[src/rtl/product_collector_taint_pkg.sv]
`default_nettype none
// +--------------------------------------------------------------------------+
// | product_collector_taint_pkg: shared taint helpers and default sizes       |
// | Revision: 1.0                                                            |
// +--------------------------------------------------------------------------+
`ifndef TAINT_ALL
`define TAINT_ALL(w, b) {(w){(b)}}
`endif

package product_collector_taint_pkg;

  localparam int C_WIDTH_DEF = 8;
  localparam int C_DEPTH_DEF = 4;

  function automatic logic taint_or(input logic a, input logic b);
    return a | b;
  endfunction

endpackage
`default_nettype wire

[src/rtl/product_collector_taint_fifo.sv]
`default_nettype none
// +--------------------------------------------------------------------------+
// | taint_fifo: FWFT FIFO holding data plus a bitwise taint shadow per entry  |
// | Revision: 1.0                                                            |
// +--------------------------------------------------------------------------+
module taint_fifo
  import product_collector_taint_pkg::*;
#(
  parameter int DW    = 2 * C_WIDTH_DEF,
  parameter int DEPTH = C_DEPTH_DEF,
  localparam int AW   = $clog2(DEPTH),
  localparam int CW   = AW + 1
) (
  input  logic          clk,
  input  logic          rst,
  input  logic          push_i,
  input  logic          pop_i,
  input  logic [DW-1:0] data_i,
  input  logic [DW-1:0] data_t_i,
  output logic [DW-1:0] head_o,
  output logic [DW-1:0] head_t_o,
  output logic [CW-1:0] count_o,
  output logic          full_o,
  output logic          empty_o
);

  logic [DW-1:0] mem_q   [DEPTH];
  logic [DW-1:0] mem_t_q [DEPTH];
  logic [AW-1:0] wr_q, rd_q;
  logic [CW-1:0] count_q, count_d;
  logic          pop_w, push_w;

  assign empty_o = (count_q == '0);
  assign full_o  = (count_q == CW'(DEPTH));
  // A push into a full FIFO is legal only when the head leaves on the same edge.
  assign pop_w   = pop_i & ~empty_o;
  assign push_w  = push_i & (~full_o | pop_w);

  always_comb begin
    count_d = count_q;
    case ({push_w, pop_w})
      2'b10:   count_d = count_q + CW'(1);
      2'b01:   count_d = count_q - CW'(1);
      default: count_d = count_q;
    endcase
  end

  always_ff @(posedge clk) begin
    if (rst) begin
      wr_q    <= '0;
      rd_q    <= '0;
      count_q <= '0;
      for (int i = 0; i < DEPTH; i++) begin
        mem_q[i]   <= '0;
        mem_t_q[i] <= '0;
      end
    end else begin
      count_q <= count_d;
      if (push_w) begin
        mem_q[wr_q]   <= data_i;
        mem_t_q[wr_q] <= data_t_i | `TAINT_ALL(DW, 1'b0);
        wr_q          <= wr_q + AW'(1);
      end
      if (pop_w) begin
        rd_q <= rd_q + AW'(1);
      end
    end
  end

  assign head_o   = mem_q[rd_q];
  assign head_t_o = mem_t_q[rd_q];
  assign count_o  = count_q;

endmodule
`default_nettype wire

[src/rtl/product_collector_taint.sv]
`default_nettype none
// +--------------------------------------------------------------------------+
// | product_collector_taint: captures multiplier products into a taint FIFO  |
// | Revision: 1.0                                                            |
// +--------------------------------------------------------------------------+
module product_collector_taint
  import product_collector_taint_pkg::*;
#(
  parameter int WIDTH = C_WIDTH_DEF,
  parameter int DEPTH = C_DEPTH_DEF,
  localparam int DW   = 2 * WIDTH,
  localparam int CW   = $clog2(DEPTH) + 1
) (
  input  logic          clk,
  input  logic          rst,
  input  logic          productDone,
  input  logic          productDone_t,
  input  logic [DW-1:0] product,
  input  logic [DW-1:0] product_t,
  input  logic          out_ready,
  input  logic          out_ready_t,
  output logic          out_valid,
  output logic          out_valid_t,
  output logic [DW-1:0] out_data,
  output logic [DW-1:0] out_data_t,
  output logic [CW-1:0] count,
  output logic          overflow,
  output logic          overflow_t
);

  logic          done_q, done_t_q;
  logic          ctrl_taint_q, ctrl_taint_d;
  logic          overflow_q, overflow_t_q;
  logic          cap, cap_t, push, pop, drop, full, empty;
  logic          taint_set, taint_clr;
  logic [DW-1:0] head, head_t, push_t;
  logic [CW-1:0] fifo_count;

  assign cap    = productDone & ~done_q;
  assign cap_t  = taint_or(productDone_t, done_t_q);
  assign pop    = out_valid & out_ready;
  assign push   = cap & (~full | pop);
  assign drop   = cap & full & ~pop;
  assign push_t = product_t | `TAINT_ALL(DW, cap_t);

  taint_fifo #(
    .DW    (DW),
    .DEPTH (DEPTH)
  ) u_fifo (
    .clk      (clk),
    .rst      (rst),
    .push_i   (push),
    .pop_i    (pop),
    .data_i   (product),
    .data_t_i (push_t),
    .head_o   (head),
    .head_t_o (head_t),
    .count_o  (fifo_count),
    .full_o   (full),
    .empty_o  (empty)
  );

  // Setting wins over clearing so a tainted decision is never forgotten.
  assign taint_set = cap_t | (out_ready_t & out_valid);
  assign taint_clr = pop & ~push & ~out_ready_t & (fifo_count == CW'(1));

  always_comb begin
    ctrl_taint_d = ctrl_taint_q;
    if (taint_set) begin
      ctrl_taint_d = 1'b1;
    end else if (taint_clr) begin
      ctrl_taint_d = 1'b0;
    end
  end

  always_ff @(posedge clk) begin
    if (rst) begin
      done_q       <= 1'b0;
      done_t_q     <= 1'b0;
      ctrl_taint_q <= 1'b0;
      overflow_q   <= 1'b0;
      overflow_t_q <= 1'b0;
    end else begin
      done_q       <= productDone;
      done_t_q     <= productDone_t;
      ctrl_taint_q <= ctrl_taint_d;
      overflow_q   <= overflow_q | drop;
      overflow_t_q <= taint_or(overflow_t_q, drop & cap_t);
    end
  end

  assign out_valid   = ~empty;
  assign out_valid_t = ctrl_taint_q;
  assign out_data    = empty ? '0 : head;
  assign out_data_t  = empty ? '0 : (head_t | `TAINT_ALL(DW, ctrl_taint_q));
  assign count       = fifo_count;
  assign overflow    = overflow_q;
  assign overflow_t  = overflow_t_q;

endmodule
`default_nettype wire
[config.mk]
export PLATFORM = sky130hd
export DESIGN_NAME = product_collector_taint
export DESIGN_NICKNAME = d
export VERILOG_FILES = /design/src/rtl/product_collector_taint_pkg.sv /design/src/rtl/product_collector_taint_fifo.sv /design/src/rtl/product_collector_taint.sv
export SDC_FILE = /design/constraint.sdc
export NUM_CORES = 1
export LEC_CHECK = 0
export ABC_AREA = 1
export BUFFER_PORTS_ARGS = -buffer_cell sky130_fd_sc_hd__buf_2
export CAP_MARGIN = 20
export CORE_MARGIN = 2
export CORE_UTILIZATION = 55
export DETAILED_ROUTE_END_ITERATION = 8
export PLACE_DENSITY = 0.76
export SLEW_MARGIN = 30
export SYNTH_ARGS = -nofsm -noshare
export SYNTH_HDL_FRONTEND = slang
export SYNTH_HIERARCHICAL = 1
export SYNTH_SLANG_ARGS = --single-unit
[constraint.sdc]
create_clock -name clk -period 13.7 [get_ports clk]
set_input_delay 0.685 -clock clk [delete_from_list [all_inputs] [get_ports clk]]
set_output_delay 0.685 -clock clk [all_outputs]
set_load 0.03 [all_outputs]
==> results of run 1 <==
synthesized netlist by cell type:
library cell	count	area share
a21oi_1	7	0.0050
buf_12	1	0.0028
or2_2	7	0.0062
buf_6	4	0.0064
or2_1	9	0.0080
nand2_1	13	0.0069
buf_8	3	0.0064
a21oi_2	1	0.0012
buf_4	1	0.0011
o31ai_1	1	0.0011
dfxtp_1	14	0.040
fa_1	1	0.0028
clkbuf_1	27	0.014
nand4_1	3	0.0027
buf_2	7	0.0050
nor3_1	3	0.0021
a21boi_0	2	0.0021
inv_4	2	0.0018
nand3_4	1	0.0025
nand3_1	4	0.0028
nor3_2	29	0.041
o21ai_1	1	0.00071
inv_1	73	0.039
nor2_1	189	0.10
nor2_2	1	0.00089
nand2_4	4	0.0064
o22ai_1	32	0.028
o21ai_0	71	0.050
inv_2	32	0.017
nand2_2	1	0.00089
a31oi_1	1	0.00089
edfxtp_1	128	0.54
nor2_4	30	0.048
power by group through the flow:
stage          logic (µW)  clock network, µW  registers, µW
2_1_floorplan         264                  0            539
3_3_place_gp          345                  0            540
3_5_place_dp          358                  0            541
4_1_cts               362                515            533
5_1_grt               396                532            537
6_report              361                510            533
sequential cells by signal, summed over array words and instances (netlist names), named ones only:
register        count
done_q              1
done_t_q            1
out_valid_t         1
overflow            1
overflow_t          1
u_fifo/count_o      3
u_fifo/mem_q       64
u_fifo/mem_t_q     64
u_fifo/rd_q         2
u_fifo/wr_q         2
area by class of cell:
type / instances / area [µm²] / area share
Tap cell: 172 / 215.2 / 0.02604
Timing Repair Buffer: 88 / 545.5 / 0.06601
Inverter: 107 / 407.9 / 0.04936
Clock inverter: 14 / 221.5 / 0.02680
Sequential cell: 142 / 4129 / 0.4996
Clock buffer: 18 / 429.2 / 0.05193
Multi-Input combinational cell: 411 / 2316 / 0.2802
cell families (layout without fill, tap and decap cells):
logic type | Yosys count | in the layout
and+or+nand+nor | 294 | 294
DFF | 142 | 142
buffers and inverters | 150 | 227
AOI/OAI and AO/OA | 116 | 116
adders and majority gates | 1 | 1
routing by layer:
metal	vias up	global-route usage	wire length (µm)
li1	2440	-	-
met1	2447	0.3198	6576
met2	214	0.4364	8105
met3	25	0.05407	1223
met4	0	0.09961	306
met5	-	0	0
worst max-delay path, delay by kind of cell, from the launching register on:
kind	cells	cell delay, ns
flip-flops	1	0.37
buffers and inverters	6	0.97
AND/OR/NAND/NOR	4	0.98
AO/OA/AOI/OAI	2	1.28
worst max path at each step:
stage	slack (ns)	endpoint	from	cells after the start
floorplan	8.92	u_fifo/mem_q[0][0]$_SDFFCE_PN0P_	u_fifo/count_o[2]$_SDFFE_PP0P_	11
CTS	9.62	u_fifo/mem_q[0][3]$_SDFFCE_PN0P_	u_fifo/count_o[2]$_SDFFE_PP0P_	11
finish	9.77	u_fifo/mem_q[0][3]$_SDFFCE_PN0P_	u_fifo/count_o[2]$_SDFFE_PP0P_	12
global placement	9.36	u_fifo/mem_q[0][2]$_SDFFCE_PN0P_	productDone	8
detailed placement	9.44	u_fifo/mem_q[0][2]$_SDFFCE_PN0P_	productDone	9
global route	9.50	u_fifo/mem_q[0][3]$_SDFFCE_PN0P_	u_fifo/count_o[2]$_SDFFE_PP0P_	12
metrics by stage:
step | cells | cell area (µm²) | hold slack (ns) | util | power (µW)
2_1_floorplan | 703 | 7053 | 0.4364 | - | 803.5
3_3_place_gp | 914 | 7490 | 0.4418 | 0.5959 | 884.9
3_5_place_dp | 919 | 7595 | 0.4496 | 0.6043 | 899.5
4_1_cts | 951 | 8245 | 0.4582 | 0.6560 | 1410
5_1_grt | 952 | 8264 | 0.4898 | 0.6575 | 1464
6_report | 952 | 8264 | 0.4549 | 0.6575 | 1404
==> run_results.csv, run 1 <==
group,metric,value,unit
outcome,status,"completed",
clock_network,h-tree-depth,4,
sta,timing.slew.headroom,0.4142,
sta,finalSetupViolCount,0,
grt,grt_pass1_vias,5270,
grt,grt_usage,0.2554,
sta,min_period_over_period,0.2871,
setup_path,path_class,"reg -> reg",
power_and_ir_drop,power_density,169.9,nW/µm²
clock_network,cts_max_path_buffers,2,
grt,grt_max_degree,66,
synthesis,yosysUniqueCellTypes,33,
synthesis,yosys_warnings,6,
placed_design,gp_congestion,0.7777,
clock_network,cts_buffers,17,
setup_path,critPathSlowestCell,"o21ai_4",
setup_path,worstPathArrival,4.06,ns
power_and_ir_drop,pwr-share-clk,0.363,
power_and_ir_drop,leakage,0.003441,µW
detailed_routing,vias_per_cell,5.384,
detailed_routing,drc,0,
power_and_ir_drop,p_int,950.1,µW
setup_path,worst_path_largest_cell_delay,0.66,ns
sta,fmax,0.2542,GHz
detailed_routing,dr.first_iter.drc_count,579,
power_and_ir_drop,seq_power_share,0.380,
synthesis,synthAdderAreaFrac,0.002838,
clock_network,postCtsSetupRepairBufs,0,
setup_path,r2r_slack,9.77,ns
placed_design,pre_cts_ws,9.438,ns
hold_path,holdPathStages,2,
synthesis,synthCells,703,
power_and_ir_drop,ir_worst_vdd,110.9,µV
final_layout,areaGrowthSynthToFinish,17.17,%
hold_path,min_path_type,"reg -> reg",
setup_path,path_cells,"inv_1 -> nand2_1 -> inv_1 -> inv_4 -> nand2_4 -> a21boi_0 -> nand3_4 -> buf_12 -> inv_4 -> nand2_4 -> o21ai_4 -> buf_8",
floorplanning,io_pins,77,
final_layout,diodes,0,
clock_network,cts_resized,0,
sta,hold_viol,0,
sta,finalSetupTns,0,ns
grt,grt_overflow,0,
final_layout,fill_cells,948,
placed_design,port_buffers,76,
clock_network,cts_tree,"built",
power_and_ir_drop,p_sw_frac,0.3234,
sta,finalWorstSetupSlack,9.766,ns
placed_design,dpl.hpwl,9615,µm
floorplanning,fp.dieH,117.2,µm
final_layout,drive_gt1_frac,0.2949,
setup_path,crit_fanout,34,
synthesis,synth_nets,742,
clock_network,clk_pin_slew,0.05,ns
synthesis,synthSimpleGateAreaFrac,0.2290,
floorplanning,fp.coreArea,12570,µm²
power_and_ir_drop,switchingPower,454.1,µW
clock_network,clk_latency,0.42,ns
synthesis,yosys.area_share.xor_xnor,0,
final_layout,layout.cells.most_common_list,"189 x nor2_1, 128 x edfxtp_1, 76 x buf_2",
synthesis,synthMuxAreaShare,0,
detailed_routing,route.final.wire_length,16210,µm
final_layout,finalNetCount,806,
clock_network,cts-root-buf,"clkbuf_16",
setup_path,reg2reg_to,"u_fifo/mem_q[0][3]$_SDFFCE_PN0P_",
sta,tightest_slew,0.8774,ns
sta,drv_slew,0,
floorplanning,rows,41,
synthesis,synth.cell_area,7053,µm²
grt,grt_pass1_wl,26030,µm
synthesis,ys_seq_elements,142,
final_layout,layout_commonest_cell,"nor2_1",
setup_path,rr_startpoint,"u_fifo/count_o[2]$_SDFFE_PP0P_",
setup_path,rr_worst_depth,12,
floorplanning,die_area,13750,µm²
sta,skew,0.007357,ns
job,cap_violations,0,
sta,rsz0062_at_grt,"no",
hold_path,hold-path-endpoint,"overflow_t$_SDFF_PP0_",
detailed_routing,drt-wirelength-per-cell,17.03,µm
detailed_routing,firstDrtPassIters,5,
floorplanning,start_util,0.5612,
setup_path,crit_path_start_kind,"flop",
detailed_routing,num_vias,5126,
clock_network,clkSinkCount,142,
setup_path,cp.required,13.82,ns
detailed_routing,ant_nets,0,
sta,finalCriticalPeriod,3.934,ns
power_and_ir_drop,p_comb_frac,0.257,
synthesis,synth_compound_gate_area_share,0.08976,
clock_network,holdBufCountCts,0,
floorplanning,die_w,117.2,µm
grt,antenna_found_initial,0,
synthesis,avgSynthCellArea,10.03,µm²
hold_path,hold_start,"overflow_t$_SDFF_PP0_",
synthesis,synth_top_family_by_area,"simple AND/OR/NAND/NOR gates",
setup_path,end_kind,"flop",
synthesis,ys_seq_area_frac,0.5847,
Power figures use the tool's default switching activity.
==> inputs of run 2 (changes only) <==
--- a/config.mk
+++ b/config.mk
@@ -5,13 +5,13 @@
 export SDC_FILE = /design/constraint.sdc
 export NUM_CORES = 1
 export LEC_CHECK = 0
-export ABC_AREA = 1
+export ABC_AREA = 0
 export BUFFER_PORTS_ARGS = -buffer_cell sky130_fd_sc_hd__buf_2
 export CAP_MARGIN = 20
 export CORE_MARGIN = 2
 export CORE_UTILIZATION = 55
 export DETAILED_ROUTE_END_ITERATION = 8
-export PLACE_DENSITY = 0.76
+export PLACE_DENSITY = 0.77
 export SLEW_MARGIN = 30
 export SYNTH_ARGS = -nofsm -noshare
 export SYNTH_HDL_FRONTEND = slang
==> constraint.sdc (replaced) <==
create_clock -name clk -period 3.92 [get_ports clk]
set_input_delay 0.196 -clock clk [delete_from_list [all_inputs] [get_ports clk]]
set_output_delay 0.196 -clock clk [all_outputs]
set_load 0.03 [all_outputs]
==> run 2 against run 1 <==
Effect of this change:
- design area shrank 6.0%
- die area shrank 6.3%
- fmax grew 40%
==> run_results.csv, run 2 <==
group,metric,value,unit
placed_design,dpl.cell_count,661,
detailed_routing,firstDrtPassIters,7,
final_layout,multi_input_area,2356,µm²
synthesis,synth_nets,495,
floorplanning,fp.dieH,113.5,µm
setup_path,crit_path_start_kind,"flop",
floorplanning,rows,39,
synthesis,synthTopCellsByCount,"128 x edfxtp_1, 105 x and2_1, 43 x nor2_1",
grt,grt_pass1_wl,21710,µm
synthesis,yosysMostFrequentCell,"edfxtp_1",
setup_path,critPathSlowestCell,"nor3_2",
clock_network,cts_tree,"built",
detailed_routing,dr.first_iter.drc_count,212,
detailed_routing,ant_nets,0,
synthesis,yosys_warnings,6,
placed_design,port_buffers,76,
clock_network,clkSinkCount,142,
sta,rsz0062_at_grt,"no",
final_layout,fin_cells,695,
floorplanning,start_util,0.5702,
setup_path,worst_path_largest_cell_delay,0.71,ns
setup_path,cp_common_cell,"buf_4",
power_and_ir_drop,leakage,0.003031,µW
grt,grt_max_degree,34,
sta,skew,0.007858,ns
sta,timing.slew.headroom,0.4188,
placed_design,gp_congestion,0.7780,
outcome,status,"completed",
synthesis,netlist.area_leader.share,0.5829,
hold_path,min_path_type,"in -> reg",
sta,min_period_over_period,0.7173,
placed_design,pre_cts_ws,1.182,ns
power_and_ir_drop,power_density,485.8,nW/µm²
grt,grt_pass1_vias,4142,
clock_network,clk_pin_slew,0.06,ns
synthesis,ys_seq_area_frac,0.6254,
setup_path,cp.required,4.20,ns
power_and_ir_drop,total_power,3774,µW
synthesis,yosys-top-cells-area,"edfxtp_1 58%, mux4_2 11%, and2_1 10%",
clock_network,holdBufCountCts,1,
synthesis,yosysUniqueCellTypes,42,
job,cap_violations,0,
clock_network,h-tree-depth,4,
detailed_routing,num_vias,3898,
synthesis,synth_largest_area_cell,"edfxtp_1",
floorplanning,die_area,12880,µm²
detailed_routing,drc,0,
final_layout,drive_gt1_frac,0.3394,
final_layout,layout_commonest_cell,"edfxtp_1",
setup_path,path_class,"reg -> reg",
synthesis,avgSynthCellArea,14.46,µm²
final_layout,areaGrowthSynthToFinish,17.84,%
synthesis,synth_edf_count,128,
sta,tightest_slew,0.8706,ns
sta,finalSetupTns,0,ns
grt,antenna_found_initial,1,
clock_network,cts-root-buf,"clkbuf_16",
floorplanning,die_w,113.5,µm
floorplanning,fp.coreArea,11560,µm²
sta,drv_slew,0,
detailed_routing,vias_per_cell,5.609,
setup_path,crit_fanout,12,
sta,fin_hold_ws,0.09622,ns
placed_design,dpl.hpwl,8179,µm
floorplanning,io_pins,77,
grt,grt_overflow,0,
sta,fmax,0.3556,GHz
clock_network,cts_max_path_buffers,2,
sta,finalCriticalPeriod,2.812,ns
synthesis,async_flop_share,0,
setup_path,path_cells,"inv_1 -> and3_1 -> a21boi_0 -> buf_4 -> nand2_1 -> nor3_2 -> buf_4 -> and2_1",
final_layout,finalNetCount,577,
sta,finalSetupViolCount,0,
clock_network,cts_buffers,17,
setup_path,worstPathArrival,3.09,ns
detailed_routing,route.final.wire_length,13610,µm
sta,finalWorstSetupSlack,1.108,ns
grt,grt_usage,0.2284,
final_layout,layout.cells.most_common_list,"128 x edfxtp_1, 105 x and2_1, 76 x buf_2",
synthesis,synthCells,456,
clock_network,clk_latency,0.42,ns
power_and_ir_drop,ir_worst_vdd,247.6,µV
setup_path,end_kind,"flop",
final_layout,regArea,4125,µm²
clock_network,cts_resized,0,
synthesis,synth.cell_area,6594,µm²
final_layout,fill_cells,826,
clock_network,postCtsSetupRepairBufs,0,
synthesis,ys_seq_elements,142,
sta,hold_viol,0,
detailed_routing,drt-wirelength-per-cell,19.59,µm
synthesis,synthFlopType,"edfxtp_1",
[run 2: cells by family after synthesis]
group           synth area share
compound gates           0.01803
xor+xnor                0.007970
fa+ha+maj               0.003036
buf+inv                  0.02315
flops                     0.6254
mux                       0.1110
simple gates              0.2114
[run 2: final timing paths]
path,depth (start not counted),end,slack [ns],start
min reg2reg,2,overflow$_SDFF_PP0_,0.49,overflow$_SDFF_PP0_
max,8,u_fifo/mem_t_q[2][9]$_SDFFCE_PN0P_,1.11,u_fifo/count_o[0]$_SDFFE_PP0P_
max reg2reg,8,u_fifo/mem_t_q[2][9]$_SDFFCE_PN0P_,1.11,u_fifo/count_o[0]$_SDFFE_PP0P_
min,3,out_valid_t$_SDFFE_PP0P_,0.1,out_ready_t
[run 2: where the power goes]
part | switching [µW] | total, µW | leakage, µW | internal (µW)
clock | 586 | 1580 | 0.000275 | 993
combinational | 235 | 389 | 0.00131 | 154
sequential | 44.9 | 1810 | 0.00144 | 1760
total | 865 | 3770 | 0.00303 | 2910
[run 2: layout make-up]
| type | instances | area share |
|---|---|---|
| Timing Repair Buffer | 91 | 0.06538 |
| Clock buffer | 20 | 0.05620 |
| Multi-Input combinational cell | 281 | 0.3032 |
| Sequential cell | 142 | 0.5309 |
| Tap cell | 143 | 0.02303 |
| Antenna cell | 1 | 0.0003221 |
| Clock inverter | 12 | 0.01852 |
| Inverter | 5 | 0.002415 |
[run 2: through the flow]
stage / util / cell area [µm²]
final: 0.6719 / 7770
after global routing: 0.6716 / 7767
after CTS: 0.6716 / 7767
after detailed placement: 0.6206 / 7177
after global placement: 0.6206 / 7177
after floorplan: - / 6594
[run 2: critical path, delay by kind of cell, from the launching register on]
kind	cells	cell delay, ns
buffers and inverters	3	0.66
AOI/OAI and AO/OA	1	0.19
and+or+nand+nor	4	1.31
DFF	1	0.50
[run 2: layer usage]
| metal | track usage | vias to the layer above | share of wire |
|---|---|---|---|
| li1 | - | 1806 | - |
| met1 | 0.2827 | 1961 | 0.40 |
| met2 | 0.4004 | 119 | 0.53 |
| met3 | 0.05951 | 12 | 0.056 |
| met4 | 0.06504 | 0 | 0.011 |
| met5 | 0 | - | 0 |
